==> src/rtl/ps2_pkg.sv <==
// Shared definitions for the PS/2 host-side blocks: transmitter state
// encoding, keyboard command bytes and LED mask bit positions.
package ps2_pkg;

    typedef enum logic [2:0] {
        IDLE,
        INHIBIT,
        REQ,
        SEND,
        ACK_WAIT,
        IDLE_WAIT
    } ps2_tx_state_t;

    localparam logic [7:0] CMD_SET_LEDS = 8'hED;
    localparam logic [7:0] CMD_RESET    = 8'hFF;
    localparam logic [7:0] CMD_RESEND   = 8'hFE;
    localparam logic [7:0] RESP_ACK     = 8'hFA;

    localparam int LED_SCROLL = 0;
    localparam int LED_NUM    = 1;
    localparam int LED_CAPS   = 2;

    // PS/2 frames carry odd parity over the 8 data bits
    function automatic logic odd_parity(input logic [7:0] b);
        return ~^b;
    endfunction

endpackage

==> src/rtl/ps2_line_filter.sv <==
// PS/2 pad conditioning: 2-flop synchronisers on clock and data, a
// run-length debounce on the clock and a one-cycle falling-edge event.
// Shared with the PS/2 receiver.
module ps2_line_filter #(
    parameter int FILTER_LEN = 8
) (
    input  logic clk,
    input  logic reset,
    input  logic clk_raw_i,
    input  logic data_raw_i,
    output logic clk_filt_o,
    output logic data_sync_o,
    output logic fall_evt_o
);

    localparam int FW = $clog2(FILTER_LEN + 1);
    localparam logic [FW-1:0] FLT_LAST = FW'(FILTER_LEN - 1);

    logic [1:0]    clk_sync_q;
    logic [1:0]    data_sync_q;
    logic          clk_filt_q;
    logic [FW-1:0] flt_cnt_q;
    logic          fall_q;

    // Synchronise both pads, then flip the filtered clock only after
    // FILTER_LEN consecutive samples disagree with the current level.
    // Lines idle high, so everything resets to 1.
    always_ff @(posedge clk or posedge reset) begin
        if (reset) begin
            clk_sync_q  <= 2'b11;
            data_sync_q <= 2'b11;
            clk_filt_q  <= 1'b1;
            flt_cnt_q   <= '0;
            fall_q      <= 1'b0;
        end else begin
            clk_sync_q  <= {clk_sync_q[0], clk_raw_i};
            data_sync_q <= {data_sync_q[0], data_raw_i};
            fall_q      <= 1'b0;
            if (clk_sync_q[1] == clk_filt_q) begin
                flt_cnt_q <= '0;
            end else if (flt_cnt_q == FLT_LAST) begin
                clk_filt_q <= clk_sync_q[1];
                flt_cnt_q  <= '0;
                // only a 1->0 flip is an event
                fall_q     <= clk_filt_q;
            end else begin
                flt_cnt_q <= flt_cnt_q + 1'b1;
            end
        end
    end

    assign clk_filt_o  = clk_filt_q;
    assign data_sync_o = data_sync_q[1];
    assign fall_evt_o  = fall_q;

endmodule

==> src/rtl/ps2_host_tx.sv <==
// PS/2 host-to-device transmitter. Inhibits the bus, issues a
// request-to-send, shifts out one byte plus odd parity on device clock
// falling edges, checks the device ACK and waits for the bus to go idle.
// Pads are open-collector; the *_oe outputs are active-high pull-low enables.
module ps2_host_tx
    import ps2_pkg::*;
#(
    parameter int INHIBIT_CYCLES = 10000,
    parameter int FILTER_LEN     = 8,
    parameter int TIMEOUT_CYCLES = 200000
) (
    input  logic       clk,
    input  logic       reset,
    input  logic [7:0] tx_data,
    input  logic       tx_start,
    input  logic       ps2_clk_i,
    input  logic       ps2_data_i,
    output logic       ps2_clk_oe,
    output logic       ps2_data_oe,
    output logic       busy,
    output logic       tx_done,
    output logic       tx_err
);

    localparam int IW = $clog2(INHIBIT_CYCLES + 1);
    localparam int TW = $clog2(TIMEOUT_CYCLES + 1);
    localparam logic [IW-1:0] INH_LAST  = IW'(INHIBIT_CYCLES - 1);
    // The fall_evt cycle is the first cycle of the timeout window, so the
    // error pulse lands exactly TIMEOUT_CYCLES cycles after the last event.
    localparam logic [TW-1:0] TOUT_LAST = TW'(TIMEOUT_CYCLES - 2);

    logic clk_filt;
    logic data_sync;
    logic fall_evt;

    ps2_line_filter #(
        .FILTER_LEN (FILTER_LEN)
    ) u_line_filter (
        .clk         (clk),
        .reset       (reset),
        .clk_raw_i   (ps2_clk_i),
        .data_raw_i  (ps2_data_i),
        .clk_filt_o  (clk_filt),
        .data_sync_o (data_sync),
        .fall_evt_o  (fall_evt)
    );

    ps2_tx_state_t state_q;
    logic          clk_oe_q;
    logic          data_oe_q;
    logic          busy_q;
    logic          done_q;
    logic          err_q;
    logic          ack_bad_q;
    logic [3:0]    bit_cnt_q;
    logic [8:0]    shreg_q;
    logic [IW-1:0] inh_q;
    logic [TW-1:0] tout_q;

    logic [3:0]    bit_cnt_d;
    logic [IW-1:0] inh_d;
    logic [TW-1:0] tout_d;
    logic          tout_hit;

    assign bit_cnt_d = bit_cnt_q + 4'd1;
    assign inh_d     = inh_q + 1'b1;
    assign tout_d    = tout_q + 1'b1;
    assign tout_hit  = (tout_q == TOUT_LAST);

    // Transfer sequencer; all pad enables and status pulses are registered.
    always_ff @(posedge clk or posedge reset) begin
        if (reset) begin
            state_q   <= IDLE;
            clk_oe_q  <= 1'b0;
            data_oe_q <= 1'b0;
            busy_q    <= 1'b0;
            done_q    <= 1'b0;
            err_q     <= 1'b0;
            ack_bad_q <= 1'b0;
            bit_cnt_q <= '0;
            shreg_q   <= '0;
            inh_q     <= '0;
            tout_q    <= '0;
        end else begin
            done_q <= 1'b0;
            err_q  <= 1'b0;
            case (state_q)
                IDLE: begin
                    if (tx_start) begin
                        shreg_q   <= {odd_parity(tx_data), tx_data};
                        bit_cnt_q <= '0;
                        inh_q     <= '0;
                        ack_bad_q <= 1'b0;
                        busy_q    <= 1'b1;
                        clk_oe_q  <= 1'b1;
                        data_oe_q <= 1'b0;
                        state_q   <= INHIBIT;
                    end
                end
                INHIBIT: begin
                    if (inh_q == INH_LAST) begin
                        data_oe_q <= 1'b1;  // start bit
                        state_q   <= REQ;
                    end else begin
                        inh_q <= inh_d;
                    end
                end
                REQ: begin
                    // release clock, keep start bit; device now clocks
                    clk_oe_q <= 1'b0;
                    tout_q   <= '0;
                    state_q  <= SEND;
                end
                SEND: begin
                    if (fall_evt) begin
                        tout_q    <= '0;
                        bit_cnt_q <= bit_cnt_d;
                        if (bit_cnt_q == 4'd9) begin
                            data_oe_q <= 1'b0;  // stop bit
                            state_q   <= ACK_WAIT;
                        end else begin
                            data_oe_q <= ~shreg_q[0];
                            shreg_q   <= {1'b0, shreg_q[8:1]};
                        end
                    end else if (tout_hit) begin
                        data_oe_q <= 1'b0;
                        busy_q    <= 1'b0;
                        err_q     <= 1'b1;
                        state_q   <= IDLE;
                    end else begin
                        tout_q <= tout_d;
                    end
                end
                ACK_WAIT: begin
                    if (fall_evt) begin
                        tout_q  <= '0;
                        state_q <= IDLE_WAIT;
                        if (data_sync) begin
                            err_q     <= 1'b1;
                            ack_bad_q <= 1'b1;
                        end
                    end else if (tout_hit) begin
                        busy_q  <= 1'b0;
                        err_q   <= 1'b1;
                        state_q <= IDLE;
                    end else begin
                        tout_q <= tout_d;
                    end
                end
                IDLE_WAIT: begin
                    if (clk_filt && data_sync) begin
                        busy_q  <= 1'b0;
                        done_q  <= ~ack_bad_q;
                        state_q <= IDLE;
                    end else if (fall_evt) begin
                        tout_q <= '0;
                    end else if (tout_hit) begin
                        // a NACK already reported the error for this request
                        busy_q  <= 1'b0;
                        err_q   <= ~ack_bad_q;
                        state_q <= IDLE;
                    end else begin
                        tout_q <= tout_d;
                    end
                end
                default: begin
                    clk_oe_q  <= 1'b0;
                    data_oe_q <= 1'b0;
                    busy_q    <= 1'b0;
                    state_q   <= IDLE;
                end
            endcase
        end
    end

    assign ps2_clk_oe  = clk_oe_q;
    assign ps2_data_oe = data_oe_q;
    assign busy        = busy_q;
    assign tx_done     = done_q;
    assign tx_err      = err_q;

endmodule

==> config.mk <==
export PLATFORM = sky130hd
export DESIGN_NAME = ps2_host_tx
export DESIGN_NICKNAME = d
export VERILOG_FILES = /design/src/rtl/ps2_pkg.sv /design/src/rtl/ps2_line_filter.sv /design/src/rtl/ps2_host_tx.sv
export SDC_FILE = /design/constraint.sdc
export NUM_CORES = 1
export LEC_CHECK = 0
export BUFFER_PORTS_ARGS = -buffer_cell sky130_fd_sc_hd__buf_2
export CAP_MARGIN = 20
export CORE_MARGIN = 3
export CORE_UTILIZATION = 55
export DETAILED_ROUTE_END_ITERATION = 16
export GPL_TIMING_DRIVEN = 1
export HOLD_SLACK_MARGIN = 0.03
export PLACE_DENSITY_LB_ADDON = 0.1
export SYNTH_ARGS = -nofsm -noshare
export SYNTH_HDL_FRONTEND = slang
export SYNTH_SLANG_ARGS = --single-unit
==> constraint.sdc <==
create_clock -name clk -period 4 [get_ports clk]
set_clock_uncertainty 0.1 [all_clocks]
set_input_delay 0.2 -clock clk [delete_from_list [all_inputs] [get_ports clk]]
set_output_delay 0.2 -clock clk [all_outputs]
set_load 0.05 [all_outputs]
==> results of run 1 <==
## Yosys cell counts, drive strengths merged (3+ instances only)
| cell | instances |
|---|---|
| a21oi | 29 |
| and2 | 5 |
| and3 | 6 |
| clkbuf | 14 |
| dfrtp | 59 |
| dfstp | 5 |
| ha | 6 |
| inv | 6 |
| mux2i | 8 |
| nand2 | 32 |
| nand2b | 7 |
| nand3 | 14 |
| nand3b | 5 |
| nand4 | 13 |
| nor2 | 34 |
| nor3 | 4 |
| nor3b | 6 |
| o211ai | 7 |
| o21ai | 18 |
| o31ai | 6 |
| or2 | 3 |
| or3 | 9 |
| or4 | 6 |
| xnor2 | 9 |
| xor2 | 16 |
## stage by stage
| step | instance area (um^2) | power [uW] | setup slack, ps | hold slack (ps) |
|---|---|---|---|---|
| after floorplan | 3390 | 1260 | 1710 | 104 |
| final | 3760 | 1920 | 1420 | 85.7 |
| after CTS | 3750 | 1940 | 1440 | 78.4 |
| after global placement | 3530 | 1370 | 1520 | 205 |
| after global routing | 3760 | 2060 | 1320 | 106 |
| after detailed placement | 3530 | 1380 | 1490 | 206 |
## metal layers
| metal | vias up | wire length [um] |
|---|---|---|
| li1 | 1318 | - |
| met1 | 1303 | 3190 |
| met2 | 51 | 2860 |
| met3 | 16 | 258 |
| met4 | 0 | 151 |
| met5 | - | 0 |
## sequential cells by signal (all words and copies together), names as in the netlist, 2 cells and up
register,cells
u_line_filter.flt_cnt_q,4
shreg_q,9
bit_cnt_q,4
tout_q,18
u_line_filter.clk_sync_q,2
state_q,3
u_line_filter.data_sync_q,2
inh_q,14
## power by group through the flow
stage	sequential, uW	combinational [uW]	clock [uW]
after floorplan	839	425	0
after global placement	881	490	0
after CTS	874	503	560
final	875	498	546
after global routing	896	570	590
after detailed placement	886	497	0
## timing repair
action / in CTS / in global routing
hold endpoints to repair: 40 / 0
hold buffers: 3 / 0
buffers inserted: 0 / 0
## final cells by class
class	count	area share
sequential	64	0.428
multi-input combinational	269	0.451
inverter	6	0.00599
timing repair buffer	25	0.0406
tap	72	0.0240
clock buffer	13	0.0396
clock inverter	3	0.0113
## worst max-delay path, cell delays in order (launching register included)
cell and delay (ps):
dfrtp_1 430, inv_1 80, ha_1 120, or4b_1 440
or4_1 650, o21ai_1 230, nand3_1 120, mux2_4 300
## final timing paths
path	to
setup reg to reg	ps2_data_oe
hold / removal	shreg_q[7]
min in group asynchronous	tout_q[16]
max in group asynchronous	shreg_q[8]
hold reg to reg	u_line_filter.data_sync_q[1]
setup / recovery	ps2_data_oe
## kinds of logic (layout without fill, tap and decap cells)
| logic type | count (synthesis) | after routing | share of synthesized area |
|---|---|---|---|
| flip-flops | 64 | 64 | 0.474 |
| buffers and inverters | 22 | 47 | 0.0265 |
| multiplexers | 10 | 10 | 0.0313 |
| AO/OA/AOI/OAI | 73 | 73 | 0.133 |
| AND/OR/NAND/NOR | 155 | 155 | 0.248 |
| XOR/XNOR | 25 | 25 | 0.0645 |
| adder cells (fa/ha/maj) | 6 | 6 | 0.0221 |
## cells in the final DEF, fill, tap and decap left out, drive strengths merged, types with 3 or more instances in the layout
cell type    Yosys  layout
dfrtp           59      59
nor2            34      34
nand2           32      32
a21oi           29      29
buf              2      22
o21ai           18      18
xor2            16      16
nand3           14      14
nand4           13      13
clkbuf          14      13
or3              9       9
xnor2            9       9
mux2i            8       8
nand2b           7       7
o211ai           7       7
and3             6       6
or4              6       6
ha               6       6
nor3b            6       6
o31ai            6       6
inv              6       6
nand3b           5       5
dfstp            5       5
and2             5       5
nor3             4       4
dlygate4sd3      0       3
or2              3       3
==> results by group, run 1 <==
Setup path
  – Reg2reg setup slack: 1420 ps
  – Critical path class: flip-flop to flip-flop
  – Critical path origin: tout_q[0]
  – CP endpoint kind: flip-flop
  – CP Launch Type: flip-flop
  – FF-to-FF path depth: 7
  – Start of the worst register-to-register path: tout_q[0]
  – Critical Path RT: 4130 ps
  – Arrival time at the worst endpoint: roughly 2700 ps
  – Crit-path max FO: 10

Drt
  – Drt pass-1 iters: 4
  – Vias per cell: 5.95
  – Antenna-violating nets left: 0
  – Routed WL: roughly 6500 um
  – DRC Markers: 0
  – Via Count: 2688
  – Initial DRC Count: about 150
  – WL per Instance: 14.3 um

Global routing
  – Antenna violations before repair: 0
  – Largest net degree at the start of global routing: 45
  – M2 GR Usage: 0.294
  – Gr usage total: 0.198
  – First-pass GRT wire length: 11500 um
  – Vias in the first global route: 2544
  – GR Overflow Total: 0
  – Grt met3 use: 0.0510
  – GRT met1 Usage: 0.278
  – Global route hottest layer: met2

Clocking
  – CTS Buffer Depth: 2
  – H-Tree Depth: 3
  – Sink Count: 64
  – Post-CTS Resized: 0
  – TritonCTS clock tree: yes
  – Clk Latency, worst-skew pair: 340 ps
  – Clk Tree Root Cell: clkbuf_8
  – Clock slew seen by the registers of the worst setup and hold paths: 70 ps
  – Num CTS Buffers: 9

Floorplanning
  – Top Ports: 18
  – Core Region: 0.00574 mm^2
  – Die height: 84.5 um
  – Row count: 27
  – Die W: around 85 um
  – Starting density of the core: 0.591
  – Die area: 0.00715 mm^2

Logic synthesis
  – Mapped Area: 0.00339 mm^2
  – EDFF count, synth: 0
  – Unique masters post-synth: 52
  – Synthesized instance count: 355
  – Mean Syn Cell Area: ~9.6 um^2
  – Yosys top cell area share: 0.435
  – Post-synth top flop: dfrtp_1
  – Synth area leaders: dfrtp_1, a21oi_1, xor2_1
  – Syn. warnings: 0
  – Seq cells post-synth: 64
  – Post-synthesis sequential area ratio: 0.474
  – Post-synth net total: 374
  – Synth async-reset ratio: 1.00
  – Synth area leader: dfrtp_1

Hold path
  – Worst hold path depth: 3
  – Worst hold path type: input port to flip-flop
  – Worst Min Path Start: tx_data[7]

Timing
  – Max Freq: 388 MHz
  – RSZ-0062 raised after global routing: no
  – Final Cycle Share: 0.645
  – Fin Setup TNS: 0 ps
  – Fin crit period: about 2600 ps
  – Max Slew Vio Count: 0
  – Slew margin rel.: 0.405
  – Finish-stage setup viols: 0
  – Measured slew at the worst slew-check pin: 891 ps
  – Final hold vios: 0

Placement
  – Placer's final routability congestion estimate: 0.859
  – DP HPWL: 4350 um
  – IO Port Bufs: 17
  – Placed Cells: around 430

Power
  – PD cells: 510 mW/mm^2
  – Switching Fraction: 0.339
  – Leakage power: between 0.0015 and 0.002 uW
  – Flop pwr share: 0.456
  – Clock group share of total power: 0.284
  – P_sw: 651 uW
  – Internal power: 1270 uW
  – Max IR drop VDD: 0.308 mV
  – Power share of the combinational group: 0.260

Final layout
  – Layout area overhead: 10.8%
  – Util after Layout: 0.655
  – # diodes: 0
  – Sequential standard cell area: 0.00161 mm^2
  – Share of cells above drive strength 1: 0.132
  – Multi-input gate area: 0.00170 mm^2
  – Nets: 394
  – Layout fillers: 489
  – Fin cells: 452

Job
  – Max_cap viols: 0

Status
  – Status: complete, no violations
Power figures use the tool's default switching activity.
==> run 2: changes to the inputs <==
--- a/config.mk
+++ b/config.mk
@@ -5,6 +5,7 @@
 export SDC_FILE = /design/constraint.sdc
 export NUM_CORES = 1
 export LEC_CHECK = 0
+export ABC_AREA = 1
 export BUFFER_PORTS_ARGS = -buffer_cell sky130_fd_sc_hd__buf_2
 export CAP_MARGIN = 20
 export CORE_MARGIN = 3
==> constraint.sdc (replaced) <==
create_clock -name clk -period 2.4 [get_ports clk]
set_clock_uncertainty 0.1 [all_clocks]
set_input_delay 0.12 -clock clk [delete_from_list [all_inputs] [get_ports clk]]
set_output_delay 0.12 -clock clk [all_outputs]
set_load 0.05 [all_outputs]
==> results by group, run 2 <==
Status
  – Status: complete, no violations

Timing
  – Measured slew at the worst slew-check pin: 582 ps (-309 ps)
  – Max Slew Vio Count: 0 (unchanged)
  – RSZ-0062 raised after global routing: no
  – Final hold vios: 0 (unchanged)
  – Finish-stage setup viols: 0 (unchanged)
  – Slew margin rel.: 0.610 (+0.206)
  – Max Freq: 465 MHz (+20%)
  – Fin crit period: 2150 ps (-427 ps)
  – Final Cycle Share: 0.897 (+0.252)
  – Fin Setup TNS: 0 ps (unchanged)

Global routing
  – Vias in the first global route: 3163 (+24%)
  – Antenna violations before repair: 0 (unchanged)
  – First-pass GRT wire length: 14400 um (+26%)
  – Largest net degree at the start of global routing: 30 (-33%)
  – Gr usage total: 0.232 (+0.0334)
  – GR Overflow Total: 0 (unchanged)

Logic synthesis
  – Synth async-reset ratio: 1.00 (unchanged)
  – Most common cell in the netlist: nand2_1
  – Mean Syn Cell Area: 7.39 um^2 (-23%)
  – Post-synthesis sequential area ratio: 0.423 (-0.0511)
  – Syn. warnings: 0 (unchanged)
  – Synth Area in Simple Gates: 0.327 (+0.0791)
  – Post-synth net total: 534 (+43%)
  – Seq cells post-synth: 64 (unchanged)
  – Largest family of logic cells by synthesized area: simple AND/OR/NAND/NOR gates
  – Mux share of post-synthesis cell area: 0 (-0.0313)
  – Synth area leaders: dfrtp_1, nand2_1, nor2_1
  – Post-Synth XOR/XNOR Area: 0.0438 (-0.0208)
  – Post-synthesis adder-cell area fraction: 0.0197 (-0.00239)
  – Yosys top cell area share: 0.388 (-0.0469)
  – Unique masters post-synth: 37 (-29%)
  – Synth area leader: dfrtp_1
  – Compound-Gate Fraction of Synth Area: 0.104 (-0.0299)
  – Mapped Area: 0.00380 mm^2 (+12%)
  – EDFF count, synth: 0 (unchanged)
  – Commonest cells in the netlist: nand2_1, nor2_1, inv_1, dfrtp_1, nand3_1
  – Synthesized instance count: 515 (+45%)
  – Post-synth top flop: dfrtp_1

Final layout
  – Share of cells above drive strength 1: 0.128 (-0.00319)
  – Layout area overhead: 12.6%
  – Top flop regs: tout_q: 18 flops, inh_q: 14 flops, shreg_q: 9 flops
  – Commonest non-fill, non-tap cell in the layout: nand2_1
  – Fin cells: 630 (+39%)
  – Nets: 567 (+44%)
  – Max reg flops: 18 (unchanged)
  – Top reg by flops: tout_q
  – Most frequent cells in the layout: nand2_1, nor2_1, inv_1
  – Layout fillers: 557 (+14%)
  – # diodes: 0 (unchanged)

Floorplanning
  – Die W: 89.2 um (+5.5%)
  – Core Region: 0.00653 mm^2 (+14%)
  – Starting density of the core: 0.582 (-0.00847)
  – Die area: 0.00795 mm^2 (+11%)
  – Die height: 89.2 um (+5.5%)
  – Top Ports: 18 (unchanged)
  – Row count: 29 (+7.4%)

Setup path
  – Start of the worst register-to-register path: tout_q[0]
  – Reg2reg setup slack: 250 ps (-1170 ps)
  – Crit-path max FO: 26 (+16)
  – CP peak stage delay: 460 ps (-190 ps)
  – Critical Path RT: 2510 ps (-1620 ps)
  – Critical path class: flip-flop to flip-flop
  – CP Launch Type: flip-flop
  – Crit path cell chain: inv_1 > ha_1 > nand4_1 > nor2_1 > nand3_1 > nand2_1 > nand2_2 > nand2_1 > o21ai_2
  – FF-to-FF path depth: 9 (+2)
  – Bufs and invs on worst path: 1 (unchanged)
  – Critical R2R Capture: tout_q[13]
  – Cell family with most CP delay: simple AND/OR/NAND/NOR gates
  – CP endpoint kind: flip-flop
  – Worst path most repeated cell: nand2_1
  – Slowest library cell on the worst path: dfrtp_1
  – Arrival time at the worst endpoint: 2270 ps (-440 ps)

Clocking
  – Clk Latency, worst-skew pair: 350 ps (about the same)
  – Sink Count: 64 (unchanged)
  – TritonCTS clock tree: yes
  – CTS Buffer Depth: 2 (unchanged)
  – Clk Tree Root Cell: clkbuf_8
  – Num CTS Buffers: 9 (unchanged)
  – H-Tree Depth: 3 (unchanged)
  – Clock slew seen by the registers of the worst setup and hold paths: 80 ps (about the same)

Drt
  – Via Count: 3377 (+26%)
  – WL per Instance: 13.1 um (-8.7%)
  – Antenna-violating nets left: 0 (unchanged)
  – Initial DRC Count: 187 (+27%)
  – Drt pass-1 iters: 5 (+1)
  – DRC Markers: 0 (unchanged)
  – Vias per cell: 5.36 (-9.9%)
  – Routed WL: 8230 um (+27%)

Job
  – Max_cap viols: 0 (unchanged)

Power
  – Power share of the combinational group: 0.367 (+0.107)
  – Internal power: 2310 uW (+82%)
  – Flop pwr share: 0.371 (-0.085)
  – Max IR drop VDD: 0.661 mV (+110%)
  – Switching Fraction: 0.413 (+0.0738)
  – P_sw: 1630 uW (+150%)
  – Clock group share of total power: 0.262 (-0.022)
  – PD cells: 921 mW/mm^2 (+80%)
  – Leakage power: 0.00196 uW (+22%)

Placement
  – IO Port Bufs: 17 (unchanged)
  – Placed Cells: 604 (+40%)
  – Placer's final routability congestion estimate: 0.929 (+8.2%)
  – DP HPWL: 5810 um (+34%)

Hold path
  – Worst hold path depth: 3 (unchanged)
  – Worst Min Path Start: tx_data[0]
  – Hold Crit Endpoint: shreg_q[0]
  – Worst hold path type: input port to flip-flop
[run 2: changes by cell type after synthesis, sizes merged, moves of 6 or more]
| cell | delta |
|---|---|
| or3 | -9 |
| a21oi | -22 |
| mux2i | -8 |
| nor3 | +14 |
| nand3 | +34 |
| o211ai | -6 |
| inv | +58 |
| and3 | -6 |
| clkbuf | -9 |
| nand2 | +101 |
| or4 | -6 |
| o21ai | +26 |
| nor2 | +35 |
| nand2b | -7 |
[run 2: layer usage]
| metal | track usage | up-vias | routed length (um) |
|---|---|---|---|
| met1 | 0.309 | 1555 | 3790 |
| met3 | 0.0599 | 15 | 367 |
| met2 | 0.371 | 86 | 3960 |
| met4 | 0.0744 | 0 | 113 |
| met5 | 0 | - | 0 |
| li1 | - | 1721 | - |
[run 2: cells by family (layout without fill, tap and decap cells)]
logic type / Yosys count / in the layout
fa+ha+maj: 6 / 6
simple gates: 285 / 285
compound gates: 65 / 65
flops: 64 / 64
xor+xnor: 19 / 19
buf+inv: 76 / 114
[run 2: through the flow]
stage / total power [uW] / utilization / hold WS (ps) / cell area [um^2] / setup WS (ps)
final: 3940 / 0.656 / 46.6 / 4280 / 248
after global routing: 4230 / 0.656 / 58.0 / 4280 / 54.9
after CTS: 3970 / 0.656 / 38.9 / 4280 / 249
after detailed placement: 2910 / 0.607 / 31.3 / 3960 / 264
after global placement: 2860 / 0.607 / 16.7 / 3960 / 402
after floorplan: 2640 / - / 24.5 / 3800 / 590
[run 2: power by group through the flow]
stage / logic, uW / clock network, uW / registers [uW]
2_1_floorplan: 1110 / 0 / 1520
3_3_place_gp: 1390 / 0 / 1470
3_5_place_dp: 1430 / 0 / 1480
4_1_cts: 1440 / 1060 / 1460
5_1_grt: 1640 / 1100 / 1490
6_report: 1450 / 1030 / 1460
[run 2: worst max path at each step]
| stage | endpoint | start | cells after the start |
|---|---|---|---|
| CTS | tout_q[13] | tout_q[0] | 9 |
| detailed placement | tout_q[13] | tout_q[0] | 9 |
| floorplan | ack_bad_q | reset | 1 |
| global route | tout_q[13] | tout_q[0] | 9 |
| global placement | tout_q[15] | tout_q[0] | 9 |
| finish | tout_q[13] | tout_q[0] | 9 |
[run 2: area by class of cell]
cell class / count / area, um^2 / area share
Sequential cell: 64 / 1610 / 0.376
Clock buffer: 9 / 124 / 0.0289
Tap cell: 77 / 96.3 / 0.0225
Clock inverter: 7 / 95.1 / 0.0222
Timing Repair Buffer: 34 / 238 / 0.0555
Multi-Input combinational cell: 375 / 1880 / 0.439
Inverter: 64 / 240 / 0.0561
[run 2: timing repair]
item	in CTS	in global routing
resized for setup	0	0
endpoints found under the hold margin	26	0
hold buffers	10	0
setup buffers	0	0
[run 2: worst min-delay path: stages]
cell and delay (ps):
buf_2 100, o21ai_0 90, a21oi_1 150
